File: config.mk
export PLATFORM = sky130hd
export DESIGN_NAME = seq_lut_loader_flat
export DESIGN_NICKNAME = d
export VERILOG_FILES = /design/src/rtl/seq_lut_pkg.sv /design/src/rtl/seq_lut_loader_if.sv /design/src/rtl/seq_lut_csum.sv /design/src/rtl/seq_lut_loader.sv /design/src/flat_wrapper.sv
export SDC_FILE = /design/constraint.sdc
export NUM_CORES = 1
export LEC_CHECK = 0
export CAP_MARGIN = 20
export CORE_ASPECT_RATIO = 1.25
export CORE_MARGIN = 2
export CORE_UTILIZATION = 36
export CTS_BUF_LIST = sky130_fd_sc_hd__clkbuf_4 sky130_fd_sc_hd__clkbuf_8 sky130_fd_sc_hd__clkbuf_16
export DETAILED_ROUTE_END_ITERATION = 6
export PLACE_DENSITY = 0.85
export SYNTH_ARGS = -nofsm -noshare
export SYNTH_HDL_FRONTEND = slang
export SYNTH_SLANG_ARGS = --single-unit
File: constraint.sdc
create_clock -name clk -period 1.8 [get_ports clk]
set_input_delay 0.27 -clock clk [delete_from_list [all_inputs] [get_ports clk]]
set_output_delay 0.27 -clock clk [all_outputs]
set_load 0.02 [all_outputs]
File: src/rtl/seq_lut_pkg.sv
// seq_lut_pkg: shared types and constants for the sequencer LUT loader.
// State encoding, error codes, LUT word field layout and default sizes.
package seq_lut_pkg;

  localparam int LUT_DEPTH_D = 256;
  localparam int LUT_DW_D    = 29;
  localparam int CSUM_W_D    = 32;
  localparam int CNT_W       = 9;

  localparam int SOF_BIT = 28;
  localparam int EOF_BIT = 27;
  localparam int LEN_LSB = 11;
  localparam int LEN_W   = 16;
  localparam int REP_LSB = 3;
  localparam int REP_W   = 8;
  localparam int NXT_LSB = 0;
  localparam int NXT_W   = 3;

  localparam logic [1:0] ERR_NONE  = 2'd0;
  localparam logic [1:0] ERR_OVF   = 2'd1;
  localparam logic [1:0] ERR_CSUM  = 2'd2;
  localparam logic [1:0] ERR_ABORT = 2'd3;

  typedef enum logic [3:0] {
    S_IDLE,
    S_CLR,
    S_WRITE,
    S_VCLR,
    S_VERIFY,
    S_VDRAIN,
    S_RELEASE,
    S_DONE,
    S_ERROR
  } state_t;

endpackage

File: src/rtl/seq_lut_loader_if.sv
// seq_lut_loader_if: host command-word stream (valid/ready with last).
// master = host side, slave = loader side.
interface seq_lut_loader_if
  import seq_lut_pkg::*;
#(
  parameter int DW = LUT_DW_D
) ();

  logic          valid;
  logic          ready;
  logic          last;
  logic [DW-1:0] data;

  modport master (
    output valid,
    output data,
    output last,
    input  ready
  );

  modport slave (
    input  valid,
    input  data,
    input  last,
    output ready
  );

endinterface

File: src/rtl/seq_lut_csum.sv
// seq_lut_csum: modular sum accumulator with sync clear, add enable
// and an equality compare against another sum.
module seq_lut_csum #(
  parameter int W = 32
) (
  input  logic         clk,
  input  logic         rst_n,
  input  logic         clr,
  input  logic         add,
  input  logic [W-1:0] din,
  input  logic [W-1:0] cmp,
  output logic [W-1:0] sum,
  output logic         match
);

  logic [W-1:0] acc_q;

  always_ff @(posedge clk or negedge rst_n) begin
    if (!rst_n) begin
      acc_q <= '0;
    end else if (clr) begin
      acc_q <= '0;
    end else if (add) begin
      acc_q <= acc_q + din;
    end
  end

  assign sum   = acc_q;
  assign match = (acc_q == cmp);

endmodule

File: src/rtl/seq_lut_loader.sv
// seq_lut_loader: holds the sequencer in reset, streams host words into its LUT, releases it.
// Define SEQ_LUT_VERIFY_EN to add the readback checksum pass before release.
module seq_lut_loader
  import seq_lut_pkg::*;
#(
  parameter int LUT_DEPTH = LUT_DEPTH_D,
  parameter int LUT_DW    = LUT_DW_D,
  parameter int CSUM_W    = CSUM_W_D
) (
  input  logic              clk,
  input  logic              reset_ni,
  input  logic              start_i,
  input  logic              abort_i,
  seq_lut_loader_if.slave   cfg,
  output logic              seq_hold_o,
  output logic              seq_addr_clr_o,
  output logic              lut_wen_o,
  output logic [LUT_DW-1:0] lut_wdata_o,
  output logic              lut_rden_o,
  input  logic [LUT_DW-1:0] lut_rdata_i,
  output logic              busy_o,
  output logic              done_o,
  output logic              error_o,
  output logic [1:0]        err_code_o,
  output logic [CNT_W-1:0]  words_loaded_o
);

  localparam logic [CNT_W-1:0] DEPTH_C = CNT_W'(LUT_DEPTH);

  state_t            state_q, state_d;
  logic [CNT_W-1:0]  words_q;
  logic              last_q, wen_q, hold_q;
  logic              done_q, err_q;
  logic [1:0]        code_q, code_d;
  logic [LUT_DW-1:0] wdata_q;
  logic              busy, accept, hs;

  assign busy = state_q inside {S_CLR, S_WRITE, S_VCLR,
                                S_VERIFY, S_VDRAIN, S_RELEASE};
  assign accept = start_i &&
                  (state_q inside {S_IDLE, S_DONE, S_ERROR});
  // abort wins over a word offered in the same cycle
  assign cfg.ready = (state_q == S_WRITE) && !last_q &&
                     (words_q < DEPTH_C) && !abort_i;
  assign hs = cfg.valid && cfg.ready;

`ifdef SEQ_LUT_VERIFY_EN
  logic [CNT_W-1:0]  rd_cnt_q;
  logic              rden, rden_q;
  logic              w_match, r_match, csum_ok;
  logic [CSUM_W-1:0] wsum, rsum;

  assign rden = (state_q == S_VERIFY) &&
                (rd_cnt_q < words_q) && !abort_i;
  assign csum_ok = w_match && r_match;
  assign lut_rden_o = rden;

  always_ff @(posedge clk or negedge reset_ni) begin
    if (!reset_ni) begin
      rd_cnt_q <= '0;
      rden_q   <= 1'b0;
    end else begin
      rden_q <= rden;
      if (accept || state_q == S_VCLR) begin
        rd_cnt_q <= '0;
      end else if (rden) begin
        rd_cnt_q <= rd_cnt_q + 1'b1;
      end
    end
  end

  seq_lut_csum #(.W(CSUM_W)) u_wsum (
    .clk   (clk),
    .rst_n (reset_ni),
    .clr   (accept),
    .add   (hs),
    .din   (CSUM_W'(cfg.data)),
    .cmp   (rsum),
    .sum   (wsum),
    .match (w_match)
  );

  // readback data arrives one cycle after its strobe
  seq_lut_csum #(.W(CSUM_W)) u_rsum (
    .clk   (clk),
    .rst_n (reset_ni),
    .clr   (accept),
    .add   (rden_q),
    .din   (CSUM_W'(lut_rdata_i)),
    .cmp   (wsum),
    .sum   (rsum),
    .match (r_match)
  );
`else
  logic              unused_rdata;
  logic [CSUM_W-1:0] unused_csum;
  assign unused_rdata = ^lut_rdata_i;
  assign unused_csum  = '0;
  assign lut_rden_o   = 1'b0;
`endif

  always_comb begin
    state_d = state_q;
    code_d  = ERR_NONE;
    unique case (state_q)
      S_IDLE, S_DONE, S_ERROR: begin
        if (start_i) state_d = S_CLR;
      end
      S_CLR: state_d = S_WRITE;
      S_WRITE: begin
        // leave only once the final write strobe is on the bus
        if (last_q) begin
`ifdef SEQ_LUT_VERIFY_EN
          state_d = S_VCLR;
`else
          state_d = S_RELEASE;
`endif
        end else if (words_q == DEPTH_C) begin
          state_d = S_ERROR;
          code_d  = ERR_OVF;
        end
      end
`ifdef SEQ_LUT_VERIFY_EN
      S_VCLR: state_d = S_VERIFY;
      S_VERIFY: begin
        if (rd_cnt_q == words_q) state_d = S_VDRAIN;
      end
      S_VDRAIN: begin
        if (csum_ok) begin
          state_d = S_RELEASE;
        end else begin
          state_d = S_ERROR;
          code_d  = ERR_CSUM;
        end
      end
`endif
      S_RELEASE: state_d = S_DONE;
      default:   state_d = S_IDLE;
    endcase
    if (busy && abort_i) begin
      state_d = S_ERROR;
      code_d  = ERR_ABORT;
    end
  end

  always_ff @(posedge clk or negedge reset_ni) begin
    if (!reset_ni) begin
      state_q <= S_IDLE;
      words_q <= '0;
      last_q  <= 1'b0;
      wen_q   <= 1'b0;
      wdata_q <= '0;
      hold_q  <= 1'b1;
      done_q  <= 1'b0;
      err_q   <= 1'b0;
      code_q  <= ERR_NONE;
    end else begin
      state_q <= state_d;
      wen_q   <= hs;
      done_q  <= (state_q == S_RELEASE) && !abort_i;
      if (hs) wdata_q <= cfg.data;
      if (accept) begin
        words_q <= '0;
        last_q  <= 1'b0;
        hold_q  <= 1'b1;
        err_q   <= 1'b0;
        code_q  <= ERR_NONE;
      end else begin
        if (hs) begin
          words_q <= words_q + 1'b1;
          last_q  <= cfg.last;
        end
        // hold drops the cycle after the done pulse
        if (done_q) hold_q <= 1'b0;
        if (state_d == S_ERROR && state_q != S_ERROR) begin
          err_q  <= 1'b1;
          code_q <= code_d;
        end
      end
    end
  end

  assign seq_hold_o     = hold_q;
  assign seq_addr_clr_o = state_q inside {S_CLR, S_VCLR, S_RELEASE};
  assign lut_wen_o      = wen_q;
  assign lut_wdata_o    = wdata_q;
  assign busy_o         = busy;
  assign done_o         = done_q;
  assign error_o        = err_q;
  assign err_code_o     = code_q;
  assign words_loaded_o = words_q;

endmodule

File: src/flat_wrapper.sv
// flat-port wrapper written by rule: the top's interface ports become plain ports
module seq_lut_loader_flat import seq_lut_pkg::*;
#(
  parameter int LUT_DEPTH = LUT_DEPTH_D,
  parameter int LUT_DW    = LUT_DW_D,
  parameter int CSUM_W    = CSUM_W_D
)
  (clk, reset_ni, start_i, abort_i, seq_hold_o, seq_addr_clr_o, lut_wen_o, lut_wdata_o, lut_rden_o, lut_rdata_i, busy_o, done_o, error_o, err_code_o, words_loaded_o, cfg_valid, cfg_data, cfg_last, cfg_ready);
  seq_lut_loader_if cfg_i ();
  input  logic clk;
  input  logic reset_ni;
  input  logic start_i;
  input  logic abort_i;
  output logic seq_hold_o;
  output logic seq_addr_clr_o;
  output logic lut_wen_o;
  output logic [LUT_DW-1:0] lut_wdata_o;
  output logic lut_rden_o;
  input  logic [LUT_DW-1:0] lut_rdata_i;
  output logic busy_o;
  output logic done_o;
  output logic error_o;
  output logic [1:0] err_code_o;
  output logic [CNT_W-1:0] words_loaded_o;
  input wire logic [$bits(cfg_i.valid)-1:0] cfg_valid;
  input wire logic [$bits(cfg_i.data)-1:0] cfg_data;
  input wire logic [$bits(cfg_i.last)-1:0] cfg_last;
  output wire logic [$bits(cfg_i.ready)-1:0] cfg_ready;
  assign cfg_i.valid = cfg_valid;
  assign cfg_i.data = cfg_data;
  assign cfg_i.last = cfg_last;
  assign cfg_ready = cfg_i.ready;
  seq_lut_loader #(.LUT_DEPTH(LUT_DEPTH), .LUT_DW(LUT_DW), .CSUM_W(CSUM_W)) u_core (.clk(clk), .reset_ni(reset_ni), .start_i(start_i), .abort_i(abort_i), .cfg(cfg_i), .seq_hold_o(seq_hold_o), .seq_addr_clr_o(seq_addr_clr_o), .lut_wen_o(lut_wen_o), .lut_wdata_o(lut_wdata_o), .lut_rden_o(lut_rden_o), .lut_rdata_i(lut_rdata_i), .busy_o(busy_o), .done_o(done_o), .error_o(error_o), .err_code_o(err_code_o), .words_loaded_o(words_loaded_o));
endmodule
==> Word level (Yosys, flattened, before mapping) <==
Cells that the tools add are included.
{ "op_classes": {"add_sub_neg": 1, "n_lt_le_gt_ge": 1, "n_eq_ne": 11, "muxes": 19, "n_reduce_logical": 18} }
{ "ops": {"columns": ["operator", "n"], "rows": [
  ["$mux W9", 2],
  ["$eq A4 B3 Y1 const B", 4],
  ["$mux W4", 4],
  ["$pmux W4 S4", 1],
  ["$mux W2", 5],
  ["$add A9 B1 Y9 const B", 1],
  ["$eq A9 B9 Y1 const B", 1],
  ["$lt A9 B9 Y1 const B", 1],
  ["$eq A4 B2 Y1 const B", 2],
  ["$eq A4 B4 Y1 const B", 2],
  ["$logic_and A1 B1 Y1", 8],
  ["$mux W1", 7],
  ["$reduce_bool A2 Y1", 3],
  ["$reduce_bool A3 Y1", 2],
  ["$reduce_bool A6 Y1", 1],
  ["$eq A4 B1 Y1 const B", 1],
  ["$logic_not A4 Y1", 1],
  ["$ne A4 B4 Y1 const B", 1],
  ["$reduce_or A3 Y1", 1],
  ["$logic_not A1 Y1", 2]
]} }
{ "word_totals": {"reg_bits": 49, "in_bits": 64, "output_inout_bits": 48, "word_cells": 59} }

==> Longest topological paths before layout <==
{ "depth": {"word_depth": 9, "ltp_mapped": 7, "mapped_depth_nobuf": 6} }

==> Worst setup path after synthesis <==
Ideal clock, no wire load.
{ "synth_timing": {"path_type": "flip-flop to flip-flop", "startpoint": "reg u_core.words_q[2] (netlist: u_core.words_loaded_o[2])", "endpoint": "reg u_core.code_q[1] (netlist: u_core.err_code_o[1])", "setup_ns": 0.135, "arrival_ns": 1.745, "required_ns": 1.665, "path_slack_ns": -0.080, "path_stages_with_launch": 6, "n_path_buf": 1, "synth_period_minus_slack_ns": 1.880, "path_cell_list": "dfrtp_1 > buf_6 > or4_4 > or4_4 > nand2_1 > a21oi_1"} }
{ "synth_via": {"elab_chain_len": 8} }
{ "synth_rtl": {"columns": ["item", "line_no", "source"], "rows": [
  ["start: declaration", "seq_lut_loader.sv:31", "logic [CNT_W-1:0] words_q;"],
  ["start signal: assignment", "seq_lut_loader.sv:170", "words_q <= words_q + 1'b1;"],
  ["$eq A9 B9 Y1", "seq_lut_loader.sv:118", "end else if (words_q == DEPTH_C) begin"],
  ["$mux W4", "seq_lut_loader.sv:118", null],
  ["$mux W4", "seq_lut_loader.sv:112", "if (last_q) begin"],
  ["$pmux W4 S4", "seq_lut_loader.sv:105", "unique case (state_q)"],
  ["$mux W4", "seq_lut_loader.sv:140", "if (busy && abort_i) begin"],
  ["$eq A4 B4 Y1", "seq_lut_loader.sv:175", "if (state_d == S_ERROR && state_q != S_ERROR) begin"],
  ["$logic_and A1 B1 Y1", "seq_lut_loader.sv:175", null],
  ["$reduce_bool A2 Y1 (no line)", null, null],
  ["end signal: assignment", "seq_lut_loader.sv:177", "code_q <= code_d;"],
  ["end: declaration", "seq_lut_loader.sv:34", "logic [1:0] code_q, code_d;"]
]} }
No other way between the ends.
A chain may end at the register's enable or synchronous reset.

==> Worst setup path in the final report <==
{ "layout_timing": {"startpoint": "reg u_core.state_q[2]", "endpoint": "out cfg_ready"} }
{ "layout_via": {"elab_chain_len": 4} }
{ "layout_rtl": {"columns": ["item", "line_no", "source"], "rows": [
  ["start: declaration", "seq_lut_loader.sv:30", "state_t state_q, state_d;"],
  ["start signal: assignment", "seq_lut_loader.sv:158", "state_q <= state_d;"],
  ["$eq A4 B2 Y1", "seq_lut_loader.sv:43", "assign cfg.ready = (state_q == S_WRITE) && !last_q &&"],
  ["$logic_and A1 B1 Y1 (2 in series)", "seq_lut_loader.sv:43", null],
  ["$logic_and A1 B1 Y1", "seq_lut_loader.sv:44", "(words_q < DEPTH_C) && !abort_i;"],
  ["end: declaration", "flat_wrapper.sv:28", "output wire logic [$bits(cfg_i.ready)-1:0] cfg_ready;"]
]} }
No other way between the ends.

==> metrics.cfg <==
[setup_path]
crit_path_max_fanout = 2
crit_type = reg -> out
endpoint_kind = output pin
startpoint_type = flip-flop
crit_required_ns = 1.53
critical_path.startpoint = u_core.state_q[2]$_DFF_PN0_
r2r_end = u_core.state_q[3]$_DFF_PN0_
timing.rr.start = u_core.state_q[2]$_DFF_PN0_
worst-r2r-cell-count = 5
rrSetupSlack_ns = -0.02
arrival_ns = 1.58

[global_route]
overflow = 0
grt_use_met1_pct = 23.30
grt_pass1_wl_um = 9660
use_met3_pct = 4.329
grt_usage_pct = 18.11
grt_max_degree = 32
busiest_layer = met2
grtUsageMet2_pct = 30.06
antenna_found_initial = 0
grt_pass1_vias = 2038

[floorplanning]
chipHeight_um = 91.27
die_width_um = 73.82
core.rowCount = 31
die_area_mm2 = 0.006737
start_util_pct = 37.45
io_pins = 112
core_area_mm2 = 0.005857

[final_layout]
diodes = 0
design_area_mm2 = 0.003486
area_growth_pct = 58.93
post-route-util_pct = 59.52
final_layout_size_suffix_gt1_share_pct = 18.31
finalNonFillerCells = 426
fin_nets = 409
fillers = 506

[logic_synthesis]
synth_top_area_cell = dfrtp_1
synth-compound-area-share_pct = 5.990
synthAdderAreaFrac_pct = 1.141
synthSimpleGateAreaFrac_pct = 30.75
ys.flop_type = dfrtp_1
yosysSeqAreaShare_pct = 55.96
avgSynthCellArea_um2 = 9.139
ys_top_cells_by_area = dfrtp_1 (55%), nand2_1 (16%), nor2_1 (2.7%), nor4_1 (1.7%), xnor2_1 (1.6%)
synth.area.mux_share_pct = 0.4564
synth_top_area_share_pct = 54.76
syn_nets = 306
syn-cell-area_mm2 = 0.002193
yosysMostFrequentCell = nand2_1
synth_edf_count = 0
synth_commonest_cells = nand2_1 (92), dfrtp_1 (48), nor2_1 (16)
syn_inst = 240
yosys_warnings = 0
synthArstFlopShare_pct = 100.0
synth_top_family_by_area = simple AND/OR/NAND/NOR gates
synth-seq-cells = 49
synthXorXnorAreaFrac_pct = 1.597
synth.distinct_cells = 40

[route]
ant_nets = 0
wire_per_inst_um = 13.34
drt_first_pass_iters = 4
route.vias.total = 2041
drc = 0
wirelength_um = 5681
drtIter0Drc = 135
via_per_inst = 4.791

[sta]
period_share_pct = 102.9
maxSlewViolCount = 0
rsz0062_at_grt = yes
timing.hold.ws_ns = 0.4677
finClkSkew_ns = 0.005724
fin_crit_ns = 1.852
fin_tns_setup_ns = -0.1036
hold_viol = 0
fin_ws_ns = -0.05181
setup_viol = 5
fmax_mhz = 540.0

[pwr]
p_per_area_mw_per_mm2 = 1075
peakVddDrop_uv = 733.7
leakagePower_nw = 1.642
power_mw = 3.746

[placed_design]
placedCellCount = 415
dpl_cell_area_mm2 = 0.003258
gp_congestion = 0.8352
place_ws_ns = -0.2247
io_buffers = 81
dpl.hpwl_um = 4099

[clock_tree]
clock_latency_ns = 0.30
clock_sink_count = 49
cts.clk_slew.worst_paths_ns = 0.09
clockBufferDepth = 2
cts_tree = built
h-tree-depth = 2
cts_inserted_buffers = 5
root_buffer = clkbuf_8

[hold_path]
holdCritPathClass = in -> async

[flow_run]
drv_cap = 0

[outcome]
status = finished, violations left
violations = setup timing

==> worst max-delay path: stages (launching register included) <==
cell,delay [ns]
dfrtp_1,0.39
or4b_4,0.56
nor4_4,0.16
buf_4,0.18
==> metal layers <==
layer | vias up | routed length [um] | part of all wire (%)
met5 | - | 0 | 0
met4 | 0 | 55 | 0.97
met3 | 6 | 356 | 6.3
met2 | 71 | 2912 | 51
met1 | 967 | 2355 | 41
li1 | 997 | - | -
==> what timing repair did <==
item,in CTS,in global routing
hold buffers,1,0
gates resized for setup,20,18
endpoints found under the hold margin,18,0
buffers inserted,1,1
pin swaps,3,3
endpoints found under the setup margin,7,45
==> cell families (layout without fill, tap and decap cells) <==
logic type | count (synthesis) | count (layout)
compound gates | 20 | 20
flops | 49 | 49
simple gates | 145 | 145
buf+inv | 18 | 122
fa+ha+maj | 2 | 2
other cells | 1 | 1
xor+xnor | 4 | 4
mux | 1 | 1
==> layout by cell type, fill, tap and decap left out, drive strengths merged, types with 2 or more instances in the layout <==
cell           netlist  layout
a21oi                4       4
a41oi                2       2
and3                 2       2
and3b                2       2
buf                  8      32
clkbuf               6       8
clkdlybuf4s50        0      77
dfrtp               48      48
ha                   2       2
inv                  4       4
nand2               93      93
nand2b               2       2
nand3                3       3
nand4                5       5
nand4bb              2       2
nor2                16      16
nor2b                2       2
nor3                 3       3
nor3b                3       3
nor4                 6       6
o21a                 2       2
o21ai                6       6
or4                  3       3
xnor2                4       4
==> area by class of cell <==
cell class	count	area, um2	share of cell area, %
multi-input cells	173	993.5	28.50
flip-flops and latches	49	1231	35.32
clock buffers	8	97.59	2.800
repair buffers	110	1046	30.01
inverters	4	15.01	0.4307
well taps	82	102.6	2.943
==> how the worst max path moves through the flow <==
stage / cells after the start / slack, ns / end
after floorplan: 5 / 0.008 / u_core.err_code_o[1]$_DFFE_PN0P_
after global placement: 3 / -0.20 / cfg_ready
after detailed placement: 3 / -0.22 / cfg_ready
after CTS: 3 / -0.09 / cfg_ready
after global routing: 3 / -0.1 / cfg_ready
final: 3 / -0.05 / cfg_ready
==> flip-flops by register name, indices dropped and copies added (netlist names) <==
signal and cells:
u_core.words_loaded_o 9, u_core.lut_wen_o 1, u_core.state_q 4, u_core.lut_wdata_o 29, u_core.error_o 1, u_core.seq_hold_o 1
u_core.done_o 1, u_core.err_code_o 2, u_core.last_q 1
==> where the power goes <==
part           internal (mW)  total (mW)  switching (mW)  leakage, nW
combinational          0.732        1.50           0.766        0.944
clock                  0.344       0.691           0.347       0.0523
sequential              1.39        1.56           0.167        0.646
total                   2.47        3.75            1.28         1.64
(Power assumes the default switching activity.)
